--- src/rtl/ekf_stage_pkg.sv ---
// rtl/ekf_stage_pkg.sv - stage codes, Q-format constants and FSM encoding for the EKF stage sequencer
package ekf_stage_pkg;

  // Stage command codes shared by stage_val and stage_rdy
  localparam logic [2:0] STG_IDLE  = 3'b000;
  localparam logic [2:0] STG_PRD   = 3'b001;
  localparam logic [2:0] STG_NEW   = 3'b010;
  localparam logic [2:0] STG_UPD   = 3'b011;
  localparam logic [2:0] STG_ASSOC = 3'b100;

  // Signed fixed-point layout of data words (Q1.12.19) and angles
  localparam int DATA_INT_BIT  = 12;
  localparam int DATA_DEC_BIT  = 19;
  localparam int ANGLE_DEC_BIT = 15;

  typedef enum logic [2:0] {
    S_IDLE   = 3'd0,
    S_ISSUE  = 3'd1,
    S_WAIT   = 3'd2,
    S_DECIDE = 3'd3,
    S_DONE   = 3'd4
  } state_t;

endpackage

--- src/rtl/stage_watchdog.sv ---
// rtl/stage_watchdog.sv - loadable cycle counter with clear, enable and expired flag
module stage_watchdog #(
  parameter int CW = 12
) (
  input  logic          clk,
  input  logic          rst_n,
  input  logic          clr,
  input  logic          load,
  input  logic [CW-1:0] load_val,
  input  logic          en,
  input  logic [CW-1:0] limit,
  output logic          expired
);

  logic [CW-1:0] cnt;

  // Clear wins over load, load wins over counting
  always_ff @(posedge clk or negedge rst_n) begin
    if (!rst_n)    cnt <= '0;
    else if (clr)  cnt <= '0;
    else if (load) cnt <= load_val;
    else if (en)   cnt <= cnt + 1'b1;
  end

  // Expired is level-true while the count sits on the limit
  always_comb begin
    expired = (cnt == limit);
  end

endmodule

--- src/rtl/ekf_stage_sequencer.sv ---
// rtl/ekf_stage_sequencer.sv - EKF core stage initiator (PRD -> NEW|UPD); ASSOC_STAGE_EN inserts ASSOC before UPD
module ekf_stage_sequencer
  import ekf_stage_pkg::*;
#(
  parameter int RSA_DW      = 1 + DATA_INT_BIT + DATA_DEC_BIT,
  parameter int RSA_AW      = 2 + ANGLE_DEC_BIT,
  parameter int ROW_LEN     = 10,
  parameter int MAX_LM      = 64,
  parameter int VAL_HOLD    = 2,
  parameter int TIMEOUT_CYC = 4096
) (
  input  logic               clk,
  input  logic               sys_rst,
  input  logic               frame_val,
  output logic               frame_rdy,
  input  logic [RSA_DW-1:0]  vlr_in,
  input  logic [RSA_AW-1:0]  alpha_in,
  input  logic               obs_val,
  input  logic               obs_new,
  input  logic [ROW_LEN-1:0] obs_idx,
  input  logic [RSA_DW-1:0]  rk_in,
  input  logic [RSA_AW-1:0]  phi_in,
  output logic [2:0]         stage_val,
  input  logic [2:0]         stage_rdy,
  input  logic [RSA_DW-1:0]  S_data,
  output logic [ROW_LEN-1:0] landmark_num,
  output logic [ROW_LEN-1:0] l_k,
  output logic [RSA_DW-1:0]  vlr,
  output logic [RSA_AW-1:0]  alpha,
  output logic [RSA_DW-1:0]  rk,
  output logic [RSA_AW-1:0]  phi,
  output logic [RSA_DW-1:0]  s_capt,
  output logic               done,
  output logic               err_timeout,
  output logic               lm_full
);

  localparam int HW = $clog2(VAL_HOLD + 1);
  localparam int CW = $clog2(TIMEOUT_CYC);
  localparam logic [HW-1:0]      HOLD_LAST = HW'(VAL_HOLD - 1);
  localparam logic [CW-1:0]      WD_LIMIT  = CW'(TIMEOUT_CYC - 1);
  localparam logic [ROW_LEN-1:0] LM_CAP    = ROW_LEN'(MAX_LM);

  state_t              state, state_nxt;
  logic [2:0]          cur_stage, nxt_stage;
  logic [ROW_LEN-1:0]  nxt_lk;
  logic [HW-1:0]       hold_cnt;
  logic                rdy_seen;
  logic [RSA_DW-1:0]   s_pend;
  logic                obs_val_q, obs_new_q;
  logic [ROW_LEN-1:0]  obs_idx_q;
  logic                set_full, lm_inc, capt_assoc;
  logic                accept, hit, hold_last, wd_expired, timeout, is_new;

  assign accept    = (state == S_IDLE) && frame_val;
  assign hit       = ((state == S_ISSUE) || (state == S_WAIT)) && (stage_rdy == cur_stage);
  assign hold_last = (hold_cnt == HOLD_LAST);
  assign timeout   = (state == S_WAIT) && !hit && wd_expired;
  assign is_new    = obs_new_q || (obs_idx_q >= landmark_num);

  // Wait-for-completion budget; restarts whenever the FSM is outside S_WAIT
  stage_watchdog #(.CW(CW)) u_wd (
    .clk      (clk),
    .rst_n    (sys_rst),
    .clr      (state != S_WAIT),
    .load     (1'b0),
    .load_val ('0),
    .en       (state == S_WAIT),
    .limit    (WD_LIMIT),
    .expired  (wd_expired)
  );

  // State register
  always_ff @(posedge clk or negedge sys_rst) begin
    if (!sys_rst) state <= S_IDLE;
    else          state <= state_nxt;
  end

  // Next state plus the stage/index/flag decisions taken in S_DECIDE
  always_comb begin
    state_nxt  = state;
    nxt_stage  = cur_stage;
    nxt_lk     = l_k;
    set_full   = 1'b0;
    lm_inc     = 1'b0;
    capt_assoc = 1'b0;
    case (state)
      S_IDLE: begin
        if (frame_val) begin
          state_nxt = S_ISSUE;
          nxt_stage = STG_PRD;
        end
      end
      S_ISSUE: begin
        if (hold_last) state_nxt = (rdy_seen || hit) ? S_DECIDE : S_WAIT;
      end
      S_WAIT: begin
        if (hit)             state_nxt = S_DECIDE;
        else if (wd_expired) state_nxt = S_DONE;
      end
      S_DECIDE: begin
        state_nxt = S_DONE;
        case (cur_stage)
          STG_PRD: begin
            if (obs_val_q) begin
              if (is_new) begin
                if (landmark_num < LM_CAP) begin
                  nxt_stage = STG_NEW;
                  nxt_lk    = landmark_num;
                  state_nxt = S_ISSUE;
                end else begin
                  set_full = 1'b1;
                end
              end else begin
`ifdef ASSOC_STAGE_EN
                nxt_stage = STG_ASSOC;
`else
                nxt_stage = STG_UPD;
`endif
                nxt_lk    = obs_idx_q;
                state_nxt = S_ISSUE;
              end
            end
          end
`ifdef ASSOC_STAGE_EN
          STG_ASSOC: begin
            capt_assoc = 1'b1;
            nxt_stage  = STG_UPD;
            state_nxt  = S_ISSUE;
          end
`endif
          STG_NEW: lm_inc = 1'b1;
          default: ;
        endcase
      end
      S_DONE:  state_nxt = S_IDLE;
      default: state_nxt = S_IDLE;
    endcase
  end

  // Outputs decoded from state; stage_val is driven only while issuing
  always_comb begin
    frame_rdy = (state == S_IDLE);
    stage_val = (state == S_ISSUE) ? cur_stage : STG_IDLE;
    done      = (state == S_DONE);
  end

  // Hold counter and early-completion flag for the current issue window
  always_ff @(posedge clk or negedge sys_rst) begin
    if (!sys_rst) begin
      hold_cnt <= '0;
      rdy_seen <= 1'b0;
      s_pend   <= '0;
    end else begin
      hold_cnt <= (state == S_ISSUE) ? hold_cnt + 1'b1 : '0;
      if (state != S_ISSUE) rdy_seen <= 1'b0;
      else if (hit)         rdy_seen <= 1'b1;
      if (hit && !rdy_seen) s_pend <= S_data;
    end
  end

  // Frame operands, stage selection, landmark count, result capture and sticky flags
  always_ff @(posedge clk or negedge sys_rst) begin
    if (!sys_rst) begin
      vlr          <= '0;
      alpha        <= '0;
      rk           <= '0;
      phi          <= '0;
      obs_val_q    <= 1'b0;
      obs_new_q    <= 1'b0;
      obs_idx_q    <= '0;
      cur_stage    <= STG_IDLE;
      l_k          <= '0;
      landmark_num <= '0;
      s_capt       <= '0;
      err_timeout  <= 1'b0;
      lm_full      <= 1'b0;
    end else begin
      cur_stage <= nxt_stage;
      l_k       <= nxt_lk;
      if (accept) begin
        vlr         <= vlr_in;
        alpha       <= alpha_in;
        rk          <= rk_in;
        phi         <= phi_in;
        obs_val_q   <= obs_val;
        obs_new_q   <= obs_new;
        obs_idx_q   <= obs_idx;
        err_timeout <= 1'b0;
        lm_full     <= 1'b0;
      end
      if (timeout)    err_timeout  <= 1'b1;
      if (set_full)   lm_full      <= 1'b1;
      if (lm_inc)     landmark_num <= landmark_num + 1'b1;
      if (capt_assoc) s_capt       <= s_pend;
      if ((state == S_DONE) && !err_timeout) s_capt <= s_pend;
    end
  end

endmodule
--- config.mk ---
export PLATFORM = sky130hd
export DESIGN_NAME = ekf_stage_sequencer
export DESIGN_NICKNAME = d
export VERILOG_FILES = /design/src/rtl/ekf_stage_pkg.sv /design/src/rtl/stage_watchdog.sv /design/src/rtl/ekf_stage_sequencer.sv
export SDC_FILE = /design/constraint.sdc
export NUM_CORES = 1
export LEC_CHECK = 0
export ABC_AREA = 1
export BUFFER_PORTS_ARGS = -buffer_cell sky130_fd_sc_hd__buf_2
export CAP_MARGIN = 20
export CORE_MARGIN = 4
export CORE_UTILIZATION = 38
export DETAILED_ROUTE_END_ITERATION = 16
export PLACE_DENSITY_LB_ADDON = 0.05
export SETUP_SLACK_MARGIN = 0.4
export SKIP_LAST_GASP = 1
export SLEW_MARGIN = 10
export SYNTH_ARGS = -nofsm -noshare
export SYNTH_HDL_FRONTEND = slang
export SYNTH_SLANG_ARGS = --single-unit
--- constraint.sdc ---
create_clock -name clk -period 1.68 [get_ports clk]
set_clock_uncertainty 0.05 [all_clocks]
set_input_delay 0.084 -clock clk [delete_from_list [all_inputs] [get_ports clk]]
set_output_delay 0.084 -clock clk [all_outputs]
set_load 0.05 [all_outputs]
# Word level (Yosys, flattened, before mapping)
# Cells that the tools add are included.
[totals] ff_bits=217 latchBits=0 ram_bits=0 romBits=0 output_inout_bits=157 memories=0
[op_classes] n_addsub=3 multipliers=0 div_mod_pow=0 n_lt_le_gt_ge=2 eq_ne=18 n_shift=0 muxes=33 bitwise_logic=0 reduce_logical=21
[ops] cell="$mux W3" n=13
[ops] cell="$mux W12" n=2
[ops] cell="$mux W10" n=2
[ops] cell="$mux W1" n=13
[ops] cell="$add A12 B1 Y12 const B" n=1
[ops] cell="$eq A12 B12 Y1 const B" n=1
[ops] cell="$pmux W3 S4" n=1
[ops] cell="$add A10 B1 Y10 const B" n=1
[ops] cell="$ge A10 B10 Y1" n=1
[ops] cell="$lt A10 B7 Y1 const B" n=1
[ops] cell="$reduce_bool A2 Y1" n=5
[ops] cell="$eq A3 B2 Y1 const B" n=3
[ops] cell="$ne A2 B2 Y1 const B" n=4
[ops] cell="$eq A3 B1 Y1 const B" n=2
[ops] cell="$logic_and A1 B1 Y1" n=6
[ops] cell="$ne A3 B3 Y1 const B" n=2
[ops] cell="$pmux W3 S2" n=1
[ops] cell="$reduce_and A5 Y1" n=1
[ops] cell="$reduce_and A4 Y1" n=1
[ops] cell="$eq A3 B3 Y1" n=1
[ops] cell="$eq A3 B3 Y1 const B" n=1
[ops] cell="$logic_not A1 Y1" n=3
[ops] cell="$logic_not A3 Y1" n=1
[ops] cell="$logic_or A1 B1 Y1" n=3
[ops] cell="other kinds (7)" n=7

# Longest topological paths before layout
[logic_depth] depth_word=7 mapped_depth=14 mapped_depth_nobuf=13

# Modules after synthesis
# Synthesis repeated with hierarchy kept, for this count alone.
[hier_totals] hier_cells=987 area_unflattened_um2=9441.6
[by_module_without_submodules] module="ekf_stage_sequencer" n_inst=1 cells_per_inst=839 area_each_um2=8428.1
[by_module_without_submodules] module="stage_watchdog" n_inst=1 cells_per_inst=148 area_each_um2=1013.5

# Worst setup path before layout
# OpenSTA, ideal clock, no wires.
[synth_path] kind="register to register" from="register landmark_num[3]" to="register l_k[0]" setup_ns=0.118 arrival_ns=2.032 path_slack_ns=-0.520 path_stages_with_launch=15 path_buffers=2 path_cell_list="dfrtp_1 buf_2 inv_1 ha_1 nand2_1 nand2_1 nand2_1 nand2_1 nand2_1 nand3_2 nand2_1 nand2_1 buf_4 nand2_1 nand2_1"
[synth_via] elab_chain_cells=4 word_cells_on_any_way=6
[synth_lines] element="start: declaration" line_no="ekf_stage_sequencer.sv:26" rtl="output logic [ROW_LEN-1:0] landmark_num,"
[synth_lines] element="start signal: assignment" line_no="ekf_stage_sequencer.sv:194" rtl="if (lm_inc) landmark_num <= landmark_num + 1'b1;"
[synth_lines] element="$ge A10 B10 Y1" line_no="ekf_stage_sequencer.sv:59" rtl="assign is_new = obs_new_q || (obs_idx_q >= landmark_num);"
[synth_lines] element="$logic_or A1 B1 Y1" line_no="ekf_stage_sequencer.sv:59"
[synth_lines] element="$ne A2 B1 Y1 (no line)"
[synth_lines] element="$reduce_and A4 Y1 (no line)"
[synth_lines] element="end signal: assignment" line_no="ekf_stage_sequencer.sv:180" rtl="l_k <= nxt_lk;"
[synth_lines] element="end: declaration" line_no="ekf_stage_sequencer.sv:27" rtl="output logic [ROW_LEN-1:0] l_k,"
# Parallel ways exist; a longest one is shown, timed or not.
# A chain may end at the register's enable or synchronous reset.

# Worst setup path after layout
[layout_path] from="register state[0]" to="output done"
[layout_via] elab_chain_cells=1
[layout_lines] element="start: declaration" line_no="ekf_stage_sequencer.sv:44" rtl="state_t state, state_nxt;"
[layout_lines] element="start signal: assignment" line_no="ekf_stage_sequencer.sv:76" rtl="else state <= state_nxt;"
[layout_lines] element="$eq A3 B3 Y1" line_no="ekf_stage_sequencer.sv:145" rtl="done = (state == S_DONE);"
[layout_lines] element="end: declaration" line_no="ekf_stage_sequencer.sv:33" rtl="output logic done,"
# Every way passes these cells.

==> out/metrics.yaml <==
layout:
  fin_nets: 1738
  antenna_cells: 0
  stdcell_area_um2: 17100
  syn2layout_area_growth_pct: 86.5
  drive_above_1_share_pct: 50.5
route:
  ant_nets: 0
  remaining_drc_errors: 0
  drt_iter0_drc: 468
  vias_per_cell: 4.57
  wirelength_um: 32800
  wl_per_cell_um: 17.2
  num_vias: 8746
  dr.pass1.iters: 4
die:
  ios: 305
  coreArea_um2: 23600
  die_area_um2: 26700
  fp.dieH_um: 163
  rows: 56
  start_util_pct: 38.9
  die_x_um: 163
placed_design:
  dpl.hpwl_um: 17600
  io_buffers: 303
  pre_cts_slack_ps: -25.1
  place_area_um2: 11500
  routabilityCongestion: 0.761
timing:
  hold_violations: 1
  timing.final.ws_setup_ps: -39.1
  finalSetupViolCount: 32
  slew_viol_final: 0
  period_needed_ps: 1720
  fmax_mhz: 582
  rsz0062_at_grt: "yes"
  hold_ws_ps: -19.7
  fin_crit_sh_pct: 102
logic_synthesis:
  avgSynthCellArea_um2: 9.42
  synthDistinctLibCells: 35
  synthCells: 975
  synth_nets: 1136
  netlist_area_um2: 9190
  ys_warn_count: 0
  ys_ff_latch: 216
  seq_area_frac_synth_pct: 58.8
cts:
  clkLatencyLatePin_ps: 520
  cts_root_buf: "clkbuf_16"
  clock_sinks: 216
  cts_buffers: 25
  clkTransAtPathRegs_ps: 60
  h-tree-depth: 1
  ctsLongestPathBuffers: 3
  cts_tree: "built"
global_routing:
  grt_first_pass_wirelength_um: 43800
  grt_util_all_layers_pct: 20.2
  grt_start_max_net_pins: 55
  grt_pass1_vias: 8443
  grt.overflow.total: 0
  antenna_found_initial: 0
power_and_ir_drop:
  max-vdd-ir-drop_uv: 1400
  power_leakage_uw: 0.00886
  power_density_nw_per_um2: 2020
critical_path:
  required_ps: 1550
  crit_fanout: 5
  critPathCaptureType: "output port"
  r2r_slack_ps: -30
  criticalPathCategory: "reg -> out"
  cp.arrival_ps: 1590
  crit_path_start_kind: "flip-flop"
run_status:
  status: "finished, violations left"
  violations: "negative hold slack, negative setup slack"
min_path:
  hp-class: "in -> reg"
job:
  cap_violations: 0
## final cells by class
type | instances | area (µm²)
clock buffers | 38 | 724
clock inverters | 7 | 88.8
fillers | 1657 | 6480
inverters | 91 | 365
multi-input cells | 630 | 4210
flip-flops and latches | 216 | 5420
well taps | 319 | 399
repair buffers | 613 | 5930
## worst paths after layout
check,start,end,depth (start not counted)
max,state[0],done,3
max reg2reg,state[1],vlr[20],8
min in group asynchronous,sys_rst,vlr[21],2
min,stage_rdy[1],rdy_seen,6
min reg2reg,hold_cnt[0],hold_cnt[0],1
max in group asynchronous,sys_rst,landmark_num[9],3
## through the flow
stage / power [µW] / util, % / TNS [ps] / instances / hold slack, ps
after floorplan: 18700 / - / -5370 / 975 / -262
after detailed placement: 22100 / 48.6 / -156 / 1608 / -22.4
after CTS: 29200 / 61.3 / 0 / 1840 / -37.2
final: 34700 / 72.6 / -316 / 1914 / -19.7
after global placement: 21900 / 48.6 / -18.5 / 1608 / -21.9
after global routing: 36400 / 72.6 / -7060 / 1914 / 6.04
## worst max-delay path: stages, from the launching register on
cell,delay (ps)
dfrtp_2,460
buf_6,140
nor3_4,250
buf_6,220
## power by group
| part | leakage [µW] | switching, µW | internal (µW) |
|---|---|---|---|
| Sequential | 0.00273 | 1810 | 7400 |
| Clock | 0.000402 | 2130 | 3270 |
| Combinational | 0.00572 | 11700 | 8340 |
## layout by cell type, fill, tap and decap left out, types with 15 or more instances in the layout
master	n
nor2_1	15
nand2_1	278
o21ai_1	33
nand2_2	111
buf_4	126
dfrtp_1	204
mux2_4	28
o21ai_2	21
buf_12	20
buf_6	120
dlygate4sd3_1	145
buf_2	147
clkbuf_16	44
nand2_4	50
inv_1	71
## metal layers
| layer | wire length, µm | GRT usage [%] |
|---|---|---|
| met1 | 13500 | 26.5 |
| met2 | 16400 | 34.3 |
| met3 | 2240 | 4.62 |
| met4 | 727 | 4.92 |
| met5 | 0 | 0 |
## cell families after synthesis
family | share of synthesized area [%]
fa+ha+maj | 1.77
xor+xnor | 0.953
mux | 4.94
compound gates | 4.81
buf+inv | 6.92
simple gates | 21.7
flops | 58.8
other cells | 0.0408
## repair_timing
action | 4_1_cts | 5_1_grt
setup endpoints to repair | 324 | 365
buffers inserted | 34 | 47
gates resized for setup | 66 | 687
hold endpoints to repair | 361 | 0
hold buffers | 145 | 0
pin swaps | 18 | 37
cloned | 8 | 27
## flip-flops by register name, indices dropped and copies added (netlist names), 2 cells and up
register and flops:
vlr 32, rk 32, l_k 10, u_wd.cnt 12, landmark_num 10, hold_cnt 2, phi 17, cur_stage 2
state 3, obs_idx_q 10, s_pend 32, alpha 17, s_capt 32
## cell usage after synthesis, drive strengths merged
cell    instances  area (µm²)
buf            35         282
o211ai          1        7.51
nor2           27         114
nand3b          1        11.3
dfrtp         216        5410
clkbuf          3        11.3
o21ai          64         358
a211oi          1        7.51
nor3            7        51.3
or2             1        6.26
nand4           3        18.8
nand3          17         135
ha             13         163
conb            1        3.75
clkinv          1        5.00
xor2           10        87.6
a21oi          11        62.6
nand2         441        1660
inv            90         338
mux2           31         454
o22ai           1        6.26
Power figures use the tool's default switching activity.
